**config.mk**
```make
export PLATFORM = sky130hd
export DESIGN_NAME = reg_bus_arb_flat
export DESIGN_NICKNAME = d
export VERILOG_FILES = /design/src/rtl/reg_bus_arb_pkg.sv /design/src/rtl/reg_bus_arb_if.sv /design/src/rtl/reg_bus_arb_slot.sv /design/src/rtl/reg_bus_arb.sv /design/src/flat_wrapper.sv
export SDC_FILE = /design/constraint.sdc
export NUM_CORES = 1
export LEC_CHECK = 0
export CAP_MARGIN = 20
export CORE_MARGIN = 4
export CORE_UTILIZATION = 44
export DETAILED_ROUTE_END_ITERATION = 6
export GPL_TIMING_DRIVEN = 0
export HOLD_SLACK_MARGIN = 0.08
export PLACE_DENSITY = 0.76
export SLEW_MARGIN = 15
export SYNTH_ARGS = -nofsm -noshare
export SYNTH_HDL_FRONTEND = slang
export SYNTH_SLANG_ARGS = --single-unit
```
**constraint.sdc**
```tcl
create_clock -name CLK -period 2.1 [get_ports CLK]
set_clock_uncertainty 0.05 [all_clocks]
set_input_delay 0.525 -clock CLK [delete_from_list [all_inputs] [get_ports CLK]]
set_output_delay 0.525 -clock CLK [all_outputs]
set_load 0.005 [all_outputs]
```
**src/rtl/reg_bus_arb_pkg.sv**
```systemverilog
// Shared definitions for the register-bus arbiter.
// Holds the arbiter state encoding, the bus widths, the default read-timeout
// data word and a small modular-increment helper used by the round-robin
// search and pointer update.
package reg_bus_pkg;

    localparam int ADR_W = 32;
    localparam int DAT_W = 32;
    localparam logic [DAT_W-1:0] TO_DATA_DEF = 32'hDEAD_BEEF;

    typedef enum logic [1:0] {
        ST_IDLE     = 2'd0,
        ST_ISSUE_WR = 2'd1,
        ST_ISSUE_RD = 2'd2,
        ST_WAIT_RD  = 2'd3
    } arb_state_e;

    // (base + off) modulo n, used to walk the masters with wrap-around
    function automatic int unsigned wrap_add(input int unsigned base,
                                             input int unsigned off,
                                             input int unsigned n);
        wrap_add = (base + off) % n;
    endfunction

endpackage

```
**src/rtl/reg_bus_arb_if.sv**
```systemverilog
// Bus interfaces around the arbiter.
// reg_bus_req_if : upstream side, N_REQ masters packed 32 bits per master.
//   master modport = an upstream master group, slave modport = the arbiter.
// reg_bus_m_if   : downstream register bus towards the bus splitter.
//   master modport = the arbiter, slave modport = the splitter.
interface reg_bus_req_if #(parameter int N_REQ = 2);
    import reg_bus_pkg::*;

    logic [N_REQ-1:0]       REQ_WREN;
    logic [N_REQ-1:0]       REQ_RDEN;
    logic [ADR_W*N_REQ-1:0] REQ_WADR;
    logic [ADR_W*N_REQ-1:0] REQ_RADR;
    logic [DAT_W*N_REQ-1:0] REQ_WDAT;
    logic [DAT_W*N_REQ-1:0] REQ_RDAT;
    logic [N_REQ-1:0]       REQ_RVLD;
    logic [N_REQ-1:0]       REQ_WBUSY;
    logic [N_REQ-1:0]       REQ_RBUSY;

    modport master (output REQ_WREN, REQ_RDEN, REQ_WADR, REQ_RADR, REQ_WDAT,
                    input  REQ_RDAT, REQ_RVLD, REQ_WBUSY, REQ_RBUSY);
    modport slave  (input  REQ_WREN, REQ_RDEN, REQ_WADR, REQ_RADR, REQ_WDAT,
                    output REQ_RDAT, REQ_RVLD, REQ_WBUSY, REQ_RBUSY);
endinterface

interface reg_bus_m_if;
    import reg_bus_pkg::*;

    logic             M_WREN;
    logic             M_RDEN;
    logic [ADR_W-1:0] M_WADR;
    logic [ADR_W-1:0] M_RADR;
    logic [DAT_W-1:0] M_WDAT;
    logic [DAT_W-1:0] M_RDAT;
    logic             M_RVLD;

    modport master (output M_WREN, M_RDEN, M_WADR, M_RADR, M_WDAT,
                    input  M_RDAT, M_RVLD);
    modport slave  (input  M_WREN, M_RDEN, M_WADR, M_RADR, M_WDAT,
                    output M_RDAT, M_RVLD);
endinterface

```
**src/rtl/reg_bus_arb_slot.sv**
```systemverilog
// One master's pending-access holding slots (one write, one read).
// Ports: clk/rst (sync active-high); wren/rden pulses with wadr/wdat/radr;
// wr_take/rd_take from the arbiter empty a slot; wfull/rfull report occupancy;
// wadr_q/wdat_q/radr_q present the held access; ovf is a sticky drop flag.
module reg_bus_arb_slot
    import reg_bus_pkg::*;
(
    input  logic             clk,
    input  logic             rst,
    input  logic             wren,
    input  logic             rden,
    input  logic [ADR_W-1:0] wadr,
    input  logic [ADR_W-1:0] radr,
    input  logic [DAT_W-1:0] wdat,
    input  logic             wr_take,
    input  logic             rd_take,
    output logic             wfull,
    output logic             rfull,
    output logic [ADR_W-1:0] wadr_q,
    output logic [ADR_W-1:0] radr_q,
    output logic [DAT_W-1:0] wdat_q,
    output logic             ovf
);

    logic             wfull_r, rfull_r, ovf_r;
    logic [ADR_W-1:0] wadr_r, radr_r;
    logic [DAT_W-1:0] wdat_r;
    logic             w_drop_s, r_drop_s;

    // A pulse is lost only when its slot stays full through this edge
    assign w_drop_s = wren && wfull_r && !wr_take;
    assign r_drop_s = rden && rfull_r && !rd_take;

    // Slot capture / consume / overflow bookkeeping
    always_ff @(posedge clk) begin
        if (rst) begin
            wfull_r <= 1'b0;
            rfull_r <= 1'b0;
            ovf_r   <= 1'b0;
            wadr_r  <= '0;
            wdat_r  <= '0;
            radr_r  <= '0;
        end else begin
            if (wren && (!wfull_r || wr_take)) begin
                wfull_r <= 1'b1;
                wadr_r  <= wadr;
                wdat_r  <= wdat;
            end else if (wr_take) begin
                wfull_r <= 1'b0;
            end
            if (rden && (!rfull_r || rd_take)) begin
                rfull_r <= 1'b1;
                radr_r  <= radr;
            end else if (rd_take) begin
                rfull_r <= 1'b0;
            end
            ovf_r <= ovf_r | w_drop_s | r_drop_s;
        end
    end

    assign wfull  = wfull_r;
    assign rfull  = rfull_r;
    assign wadr_q = wadr_r;
    assign wdat_q = wdat_r;
    assign radr_q = radr_r;
    assign ovf    = ovf_r;

endmodule

```
**src/rtl/reg_bus_arb.sv**
```systemverilog
// Round-robin arbiter sharing one downstream register bus among N_REQ masters.
// Ports: CLK, RST (sync active-high); req (upstream masters, slave modport);
// m (downstream bus, master modport); OVF_STKY per-master dropped-pulse flag;
// TO_STKY set once any read has timed out.
module reg_bus_arb
    import reg_bus_pkg::*;
#(
    parameter int               N_REQ   = 2,
    parameter int               TIMEOUT = 64,
    parameter logic [DAT_W-1:0] TO_DATA = TO_DATA_DEF
)(
    input  logic             CLK,
    input  logic             RST,
    reg_bus_req_if.slave     req,
    reg_bus_m_if.master      m,
    output logic [N_REQ-1:0] OVF_STKY,
    output logic             TO_STKY
);

    localparam int IDX_W = $clog2(N_REQ);
    localparam int CNT_W = $clog2(TIMEOUT);

    arb_state_e       state_r, state_nxt_s;
    logic [IDX_W-1:0] ptr_r, gnt_r, sel_idx_s, cand_s;
    logic             sel_found_s, sel_wr_s, to_last_s;
    logic [CNT_W-1:0] to_cnt_r;

    logic [N_REQ-1:0] wfull_s, rfull_s, wr_take_s, rd_take_s, ovf_s;
    logic [ADR_W-1:0] slot_wadr_s [N_REQ];
    logic [ADR_W-1:0] slot_radr_s [N_REQ];
    logic [DAT_W-1:0] slot_wdat_s [N_REQ];

    logic             m_wren_r, m_rden_r, to_stky_r;
    logic [ADR_W-1:0] m_wadr_r, m_radr_r;
    logic [DAT_W-1:0] m_wdat_r;
    logic [DAT_W-1:0] rdat_r [N_REQ];
    logic [N_REQ-1:0] rvld_r;
    logic [DAT_W*N_REQ-1:0] rdat_pk_s;

    for (genvar k = 0; k < N_REQ; k++) begin : g_slot
        reg_bus_arb_slot u_slot (
            .clk     (CLK),
            .rst     (RST),
            .wren    (req.REQ_WREN[k]),
            .rden    (req.REQ_RDEN[k]),
            .wadr    (req.REQ_WADR[ADR_W*k +: ADR_W]),
            .radr    (req.REQ_RADR[ADR_W*k +: ADR_W]),
            .wdat    (req.REQ_WDAT[DAT_W*k +: DAT_W]),
            .wr_take (wr_take_s[k]),
            .rd_take (rd_take_s[k]),
            .wfull   (wfull_s[k]),
            .rfull   (rfull_s[k]),
            .wadr_q  (slot_wadr_s[k]),
            .radr_q  (slot_radr_s[k]),
            .wdat_q  (slot_wdat_s[k]),
            .ovf     (ovf_s[k])
        );
    end

    // Counter is one step from TIMEOUT-1, so this edge ends the wait
    assign to_last_s = (to_cnt_r == CNT_W'(TIMEOUT - 2));

    // Round-robin search for the first master with a pending slot
    always_comb begin
        sel_found_s = 1'b0;
        sel_idx_s   = '0;
        sel_wr_s    = 1'b0;
        cand_s      = '0;
        for (int i = 0; i < N_REQ; i++) begin
            cand_s = IDX_W'(wrap_add(32'(ptr_r), 32'(i), 32'(N_REQ)));
            if (!sel_found_s && (wfull_s[cand_s] || rfull_s[cand_s])) begin
                sel_found_s = 1'b1;
                sel_idx_s   = cand_s;
                sel_wr_s    = wfull_s[cand_s];
            end else begin
                sel_found_s = sel_found_s;
            end
        end
    end

    // Next-state logic and slot consume strobes
    always_comb begin
        state_nxt_s = state_r;
        wr_take_s   = '0;
        rd_take_s   = '0;
        case (state_r)
            ST_IDLE: begin
                if (sel_found_s && sel_wr_s) begin
                    state_nxt_s          = ST_ISSUE_WR;
                    wr_take_s[sel_idx_s] = 1'b1;
                end else if (sel_found_s) begin
                    state_nxt_s          = ST_ISSUE_RD;
                    rd_take_s[sel_idx_s] = 1'b1;
                end else begin
                    state_nxt_s = ST_IDLE;
                end
            end
            ST_ISSUE_WR: state_nxt_s = ST_IDLE;
            ST_ISSUE_RD: state_nxt_s = ST_WAIT_RD;
            ST_WAIT_RD: begin
                if (m.M_RVLD || to_last_s) begin
                    state_nxt_s = ST_IDLE;
                end else begin
                    state_nxt_s = ST_WAIT_RD;
                end
            end
            default: state_nxt_s = ST_IDLE;
        endcase
    end

    // State, pointer, downstream bus registers, timeout and response demux
    always_ff @(posedge CLK) begin
        if (RST) begin
            state_r   <= ST_IDLE;
            ptr_r     <= '0;
            gnt_r     <= '0;
            to_cnt_r  <= '0;
            m_wren_r  <= 1'b0;
            m_rden_r  <= 1'b0;
            m_wadr_r  <= '0;
            m_radr_r  <= '0;
            m_wdat_r  <= '0;
            rvld_r    <= '0;
            to_stky_r <= 1'b0;
            for (int i = 0; i < N_REQ; i++) begin
                rdat_r[i] <= '0;
            end
        end else begin
            state_r  <= state_nxt_s;
            m_wren_r <= (state_nxt_s == ST_ISSUE_WR);
            m_rden_r <= (state_nxt_s == ST_ISSUE_RD);
            rvld_r   <= '0;
            if (state_r == ST_IDLE && sel_found_s) begin
                gnt_r <= sel_idx_s;
                ptr_r <= IDX_W'(wrap_add(32'(sel_idx_s), 32'd1, 32'(N_REQ)));
                if (sel_wr_s) begin
                    m_wadr_r <= slot_wadr_s[sel_idx_s];
                    m_wdat_r <= slot_wdat_s[sel_idx_s];
                end else begin
                    m_radr_r <= slot_radr_s[sel_idx_s];
                end
            end
            if (state_r == ST_ISSUE_RD) begin
                to_cnt_r <= '0;
            end else if (state_r == ST_WAIT_RD) begin
                to_cnt_r <= to_cnt_r + CNT_W'(1);
            end
            // A response arriving on the timeout edge still wins
            if (state_r == ST_WAIT_RD) begin
                if (m.M_RVLD) begin
                    rdat_r[gnt_r] <= m.M_RDAT;
                    rvld_r[gnt_r] <= 1'b1;
                end else if (to_last_s) begin
                    rdat_r[gnt_r] <= TO_DATA;
                    rvld_r[gnt_r] <= 1'b1;
                    to_stky_r     <= 1'b1;
                end
            end
        end
    end

    // Pack per-master read data onto the upstream bus
    always_comb begin
        rdat_pk_s = '0;
        for (int i = 0; i < N_REQ; i++) begin
            rdat_pk_s[DAT_W*i +: DAT_W] = rdat_r[i];
        end
    end

    assign m.M_WREN      = m_wren_r;
    assign m.M_RDEN      = m_rden_r;
    assign m.M_WADR      = m_wadr_r;
    assign m.M_RADR      = m_radr_r;
    assign m.M_WDAT      = m_wdat_r;
    assign req.REQ_RDAT  = rdat_pk_s;
    assign req.REQ_RVLD  = rvld_r;
    assign req.REQ_WBUSY = wfull_s;
    assign req.REQ_RBUSY = rfull_s;
    assign OVF_STKY      = ovf_s;
    assign TO_STKY       = to_stky_r;

endmodule

```
**src/flat_wrapper.sv**
```systemverilog
// flat-port wrapper written by rule: the top's interface ports become plain ports
module reg_bus_arb_flat import reg_bus_pkg::*;
#(
    parameter int               N_REQ   = 2,
    parameter int               TIMEOUT = 64,
    parameter logic [DAT_W-1:0] TO_DATA = TO_DATA_DEF
)
  (CLK, RST, OVF_STKY, TO_STKY, req_REQ_WREN, req_REQ_RDEN, req_REQ_WADR, req_REQ_RADR, req_REQ_WDAT, req_REQ_RDAT, req_REQ_RVLD, req_REQ_WBUSY, req_REQ_RBUSY, m_M_WREN, m_M_RDEN, m_M_WADR, m_M_RADR, m_M_WDAT, m_M_RDAT, m_M_RVLD);
  reg_bus_req_if #(.N_REQ(N_REQ)) req_i ();
  reg_bus_m_if m_i ();
  input  logic CLK;
  input  logic RST;
  output logic [N_REQ-1:0] OVF_STKY;
  output logic TO_STKY;
  input wire logic [$bits(req_i.REQ_WREN)-1:0] req_REQ_WREN;
  input wire logic [$bits(req_i.REQ_RDEN)-1:0] req_REQ_RDEN;
  input wire logic [$bits(req_i.REQ_WADR)-1:0] req_REQ_WADR;
  input wire logic [$bits(req_i.REQ_RADR)-1:0] req_REQ_RADR;
  input wire logic [$bits(req_i.REQ_WDAT)-1:0] req_REQ_WDAT;
  output wire logic [$bits(req_i.REQ_RDAT)-1:0] req_REQ_RDAT;
  output wire logic [$bits(req_i.REQ_RVLD)-1:0] req_REQ_RVLD;
  output wire logic [$bits(req_i.REQ_WBUSY)-1:0] req_REQ_WBUSY;
  output wire logic [$bits(req_i.REQ_RBUSY)-1:0] req_REQ_RBUSY;
  output wire logic [$bits(m_i.M_WREN)-1:0] m_M_WREN;
  output wire logic [$bits(m_i.M_RDEN)-1:0] m_M_RDEN;
  output wire logic [$bits(m_i.M_WADR)-1:0] m_M_WADR;
  output wire logic [$bits(m_i.M_RADR)-1:0] m_M_RADR;
  output wire logic [$bits(m_i.M_WDAT)-1:0] m_M_WDAT;
  input wire logic [$bits(m_i.M_RDAT)-1:0] m_M_RDAT;
  input wire logic [$bits(m_i.M_RVLD)-1:0] m_M_RVLD;
  assign req_i.REQ_WREN = req_REQ_WREN;
  assign req_i.REQ_RDEN = req_REQ_RDEN;
  assign req_i.REQ_WADR = req_REQ_WADR;
  assign req_i.REQ_RADR = req_REQ_RADR;
  assign req_i.REQ_WDAT = req_REQ_WDAT;
  assign req_REQ_RDAT = req_i.REQ_RDAT;
  assign req_REQ_RVLD = req_i.REQ_RVLD;
  assign req_REQ_WBUSY = req_i.REQ_WBUSY;
  assign req_REQ_RBUSY = req_i.REQ_RBUSY;
  assign m_M_WREN = m_i.M_WREN;
  assign m_M_RDEN = m_i.M_RDEN;
  assign m_M_WADR = m_i.M_WADR;
  assign m_M_RADR = m_i.M_RADR;
  assign m_M_WDAT = m_i.M_WDAT;
  assign m_i.M_RDAT = m_M_RDAT;
  assign m_i.M_RVLD = m_M_RVLD;
  reg_bus_arb #(.N_REQ(N_REQ), .TIMEOUT(TIMEOUT), .TO_DATA(TO_DATA)) u_core (.CLK(CLK), .RST(RST), .req(req_i), .m(m_i), .OVF_STKY(OVF_STKY), .TO_STKY(TO_STKY));
endmodule
```
==> run_results.csv <==
group,metric,value,unit
status,status,"complete, no violations",
yosys,ys.flop_type,"dfxtp_1",
critical_path,r2r_slack,0.07,ns
grt,overflow,0,
finish,fin_util,0.636,
route,m1WireLength,19.1,mm
grt,grt_usage,0.240,
power_and_ir_drop,p_leak,7.94,nW
placement,portBuffers,401,
route,highest_layer,"met4",
yosys,synth_top_area_share,0.423,
clock_network,root_buffer,"clkbuf_16",
route,drtAntennaViolNets,0,
finish,regArea,8110,um2
route,wl_met3,3.23,mm
critical_path,crit_type,"reg2reg",
yosys,avgSynthCellArea,9.43,um2
critical_path,reg2reg_to,"u_core.m.M_RADR[14]$_SDFFE_PP0P_",
route,via_per_inst,5.07,
yosys,ys_seq_area_frac,0.555,
yosys,syn_area,14600,um2
grt,first_global_vias,12700,
critical_path,crit_required,2.44,ns
floorplan,start_util,0.448,
placement,dp.cells,2394,
power_and_ir_drop,power,19.4,mW
yosys,synthTopCellsByArea,"dfxtp_1 (42%), edfxtp_1 (13%), mux2i_1 (8.8%)",
yosys,synth_seq_cells,373,
yosys,synthCells,1551,
sta,rsz0062_at_grt,"yes",
finish,layout-drive-gt1-share,0.111,
clock_network,cts_htree_levels,2,
yosys,yosysTopAreaCell,"dfxtp_1",
clock_network,postCtsHoldBufs,0,
placement,gp_congestion,0.851,
clock_network,path_clk_slew,0.06,ns
placement,dp_worst_setup_slack,-1.36,ns
route,drt-pass1-iter-count,5,
yosys,yosysMostFrequentCell,"nand2_1",
worst_hold_path,whs_path_depth,2,
route,wire_per_inst,18.4,um
worst_hold_path,min_path_type,"reg2reg",
clock_network,clk_path_buf_depth,3,
yosys,synth_cell_types,45,
route,drtIter0Drc,686,
route,drc,0,
yosys,synth_edf_count,64,
sta,maxSlewHeadroom,0.512,
sta,clock.fmax,0.493,GHz
finish,final_cells,2476,
floorplan,die_x,190,um
route,wl_met2,22.1,mm
sta,final-setup-viol-count,0,
placement,dpl.hpwl,33.2,mm
critical_path,critPathMaxFanout,10,
grt,grt_pass1_wl,69.4,mm
floorplan,die_y,190,um
route,drt_wl_total,45.6,mm
sta,worst_pin_slew,0.731,ns
critical_path,r2r-start,"u_core.g_slot[0].u_slot.rfull$_SDFFE_PP0P_",
sta,fin_crit_sh,0.966,
worst_hold_path,whs_endpoint,"u_core.g_slot[0].u_slot.wdat_q[14]$_SDFFE_PP0P_",
floorplan,die_area,36200,um2
yosys,ys_async_sr_fraction,0,
sta,hold_viol,0,
flow_run,drv_cap,0,
floorplan,placementRows,66,
sta,fin_crit,2.03,ns
yosys,synth_nets,1784,
clock_network,clock-sinks,373,
clock_network,insertion_delay,0.52,ns
yosys,ys_warn_count,0,
yosys,synth_commonest_cells,"nand2_1 (337), dfxtp_1 (309), nor2_1 (202)",
critical_path,start_kind,"register",
grt,antenna_found_initial,2,
power_and_ir_drop,irDropWorstVdd,0.000503,V
sta,slew_violations,0,
worst_hold_path,min-delay-start,"u_core.g_slot[0].u_slot.wdat_q[14]$_SDFFE_PP0P_",
finish,nets,2237,
clock_network,cts_tree,"built",
finish,fill_cells,2636,
finish,syn_to_final_growth,41.9,%
sta,finalSetupTns,0,ns
grt,grt_max_degree,33,
route,vias,12600,
power_and_ir_drop,power.density,934,nW/um2
sta,timing.final.ws_setup,0.0717,ns
clock_network,cts_buffers,40,
finish,multi_input_area,5930,um2
critical_path,end_kind,"register",
critical_path,ff2ff_path_depth,5,
critical_path,crit_arrival,2.37,ns
floorplan,core,32600,um2
floorplan,ios,402,
-- layout by cell type, fill, tap and decap left out, drive strengths merged, types with 8 or more instances in the layout --
master | netlist | routed
or2b | 9 | 9
clkdlybuf4s50 | 0 | 395
buf | 55 | 60
a21oi | 170 | 170
clkinv | 0 | 10
mux2i | 129 | 129
a211oi | 96 | 96
nand2 | 337 | 337
nand2b | 59 | 60
clkbuf | 68 | 127
nor2 | 205 | 205
edfxtp | 64 | 64
inv | 8 | 8
dfxtp | 309 | 309
-- stage by stage --
| stage | hold slack [ns] | cell area (um2) |
|---|---|---|
| floorplan | 0.386 | 14600 |
| global placement | 0.391 | 19200 |
| detailed placement | 0.396 | 19200 |
| CTS | 0.404 | 20600 |
| global route | 0.418 | 20700 |
| finish | 0.404 | 20700 |
-- timing repair --
action / 4_1_cts / 5_1_grt
cloned: 1 / 3
gates resized for setup: 44 / 68
setup buffers: 4 / 5
pin swaps: 2 / 4
setup endpoints to repair: 324 / 354
-- worst max-delay path, stage by stage, from the launching register on --
cell	delay (ns)
dfxtp_4	0.38
o21ba_2	0.26
nor2_4	0.37
buf_2	0.42
mux2i_1	0.32
a211oi_2	0.10
-- area by class of cell --
cell class                      instances  share of cell area
Antenna cell                            2            0.000241
Multi-Input combinational cell       1051               0.286
Timing Repair Buffer                  410               0.198
Clock inverter                         12             0.00537
Inverter                                8             0.00145
Clock buffer                           58              0.0564
Tap cell                              442              0.0267
Buffer                                120              0.0353
Sequential cell                       373               0.391
-- worst max path at each step --
stage | start | endpoint | slack (ns)
after floorplan | u_core.to_cnt_r[0]$_SDFFE_PP0N_ | u_core.rdat_r[0][0]$_SDFFCE_PN0P_ | 0.02
after global placement | RST | u_core.rdat_r[1][27]$_SDFFCE_PN0P_ | -1.31
after detailed placement | RST | u_core.rdat_r[1][16]$_SDFFCE_PN0P_ | -1.36
after CTS | u_core.to_cnt_r[1]$_SDFFE_PP0N_ | u_core.rdat_r[0][9]$_SDFFCE_PN0P_ | -0.08
after global routing | u_core.ptr_r$_SDFFE_PP0P_ | u_core.m.M_WDAT[22]$_SDFFE_PP0P_ | -0.04
final | u_core.g_slot[0].u_slot.rfull$_SDFFE_PP0P_ | u_core.m.M_RADR[14]$_SDFFE_PP0P_ | 0.07
-- cell families (layout without fill, tap and decap cells) --
group	count (synthesis)	count (layout)	share of synthesized area
fa+ha+maj	2	2	0.00171
buf+inv	131	608	0.0465
xor+xnor	5	5	0.00300
simple gates	627	631	0.178
other cells	0	2	0
flops	373	373	0.555
mux	129	129	0.0883
compound gates	284	284	0.128
-- per-layer routing --
| layer | track usage | vias up |
|---|---|---|
| li1 | - | 6130 |
| met1 | 0.302 | 5933 |
| met2 | 0.415 | 414 |
| met3 | 0.0483 | 85 |
| met4 | 0.0765 | 0 |
| met5 | 0 | - |
-- power breakdown --
| part | total, mW | internal [mW] | switching [mW] |
|---|---|---|---|
| Combinational | 4.11 | 2.09 | 2.02 |
| Sequential | 8.41 | 7.99 | 0.420 |
| Clock | 6.87 | 4.10 | 2.77 |
-- state kept, by name, summed over array words and instances (netlist names) --
name                         flops
u_core.ptr_r                     1
u_core.to_cnt_r                  6
u_core.m.M_RDEN                  1
u_core.m.M_RADR                 32
u_core.req.REQ_RVLD              2
u_core.gnt_r                     1
u_core.g_slot.u_slot.wdat_q     64
u_core.g_slot.u_slot.rfull       2
u_core.g_slot.u_slot.ovf         2
u_core.g_slot.u_slot.radr_q     64
u_core.state_r                   2
u_core.m.M_WADR                 32
u_core.m.M_WREN                  1
u_core.g_slot.u_slot.wfull       2
u_core.g_slot.u_slot.wadr_q     64
u_core.TO_STKY                   1
u_core.rdat_r                   64
u_core.m.M_WDAT                 32
Note: power is estimated with default switching activity, not from simulation.
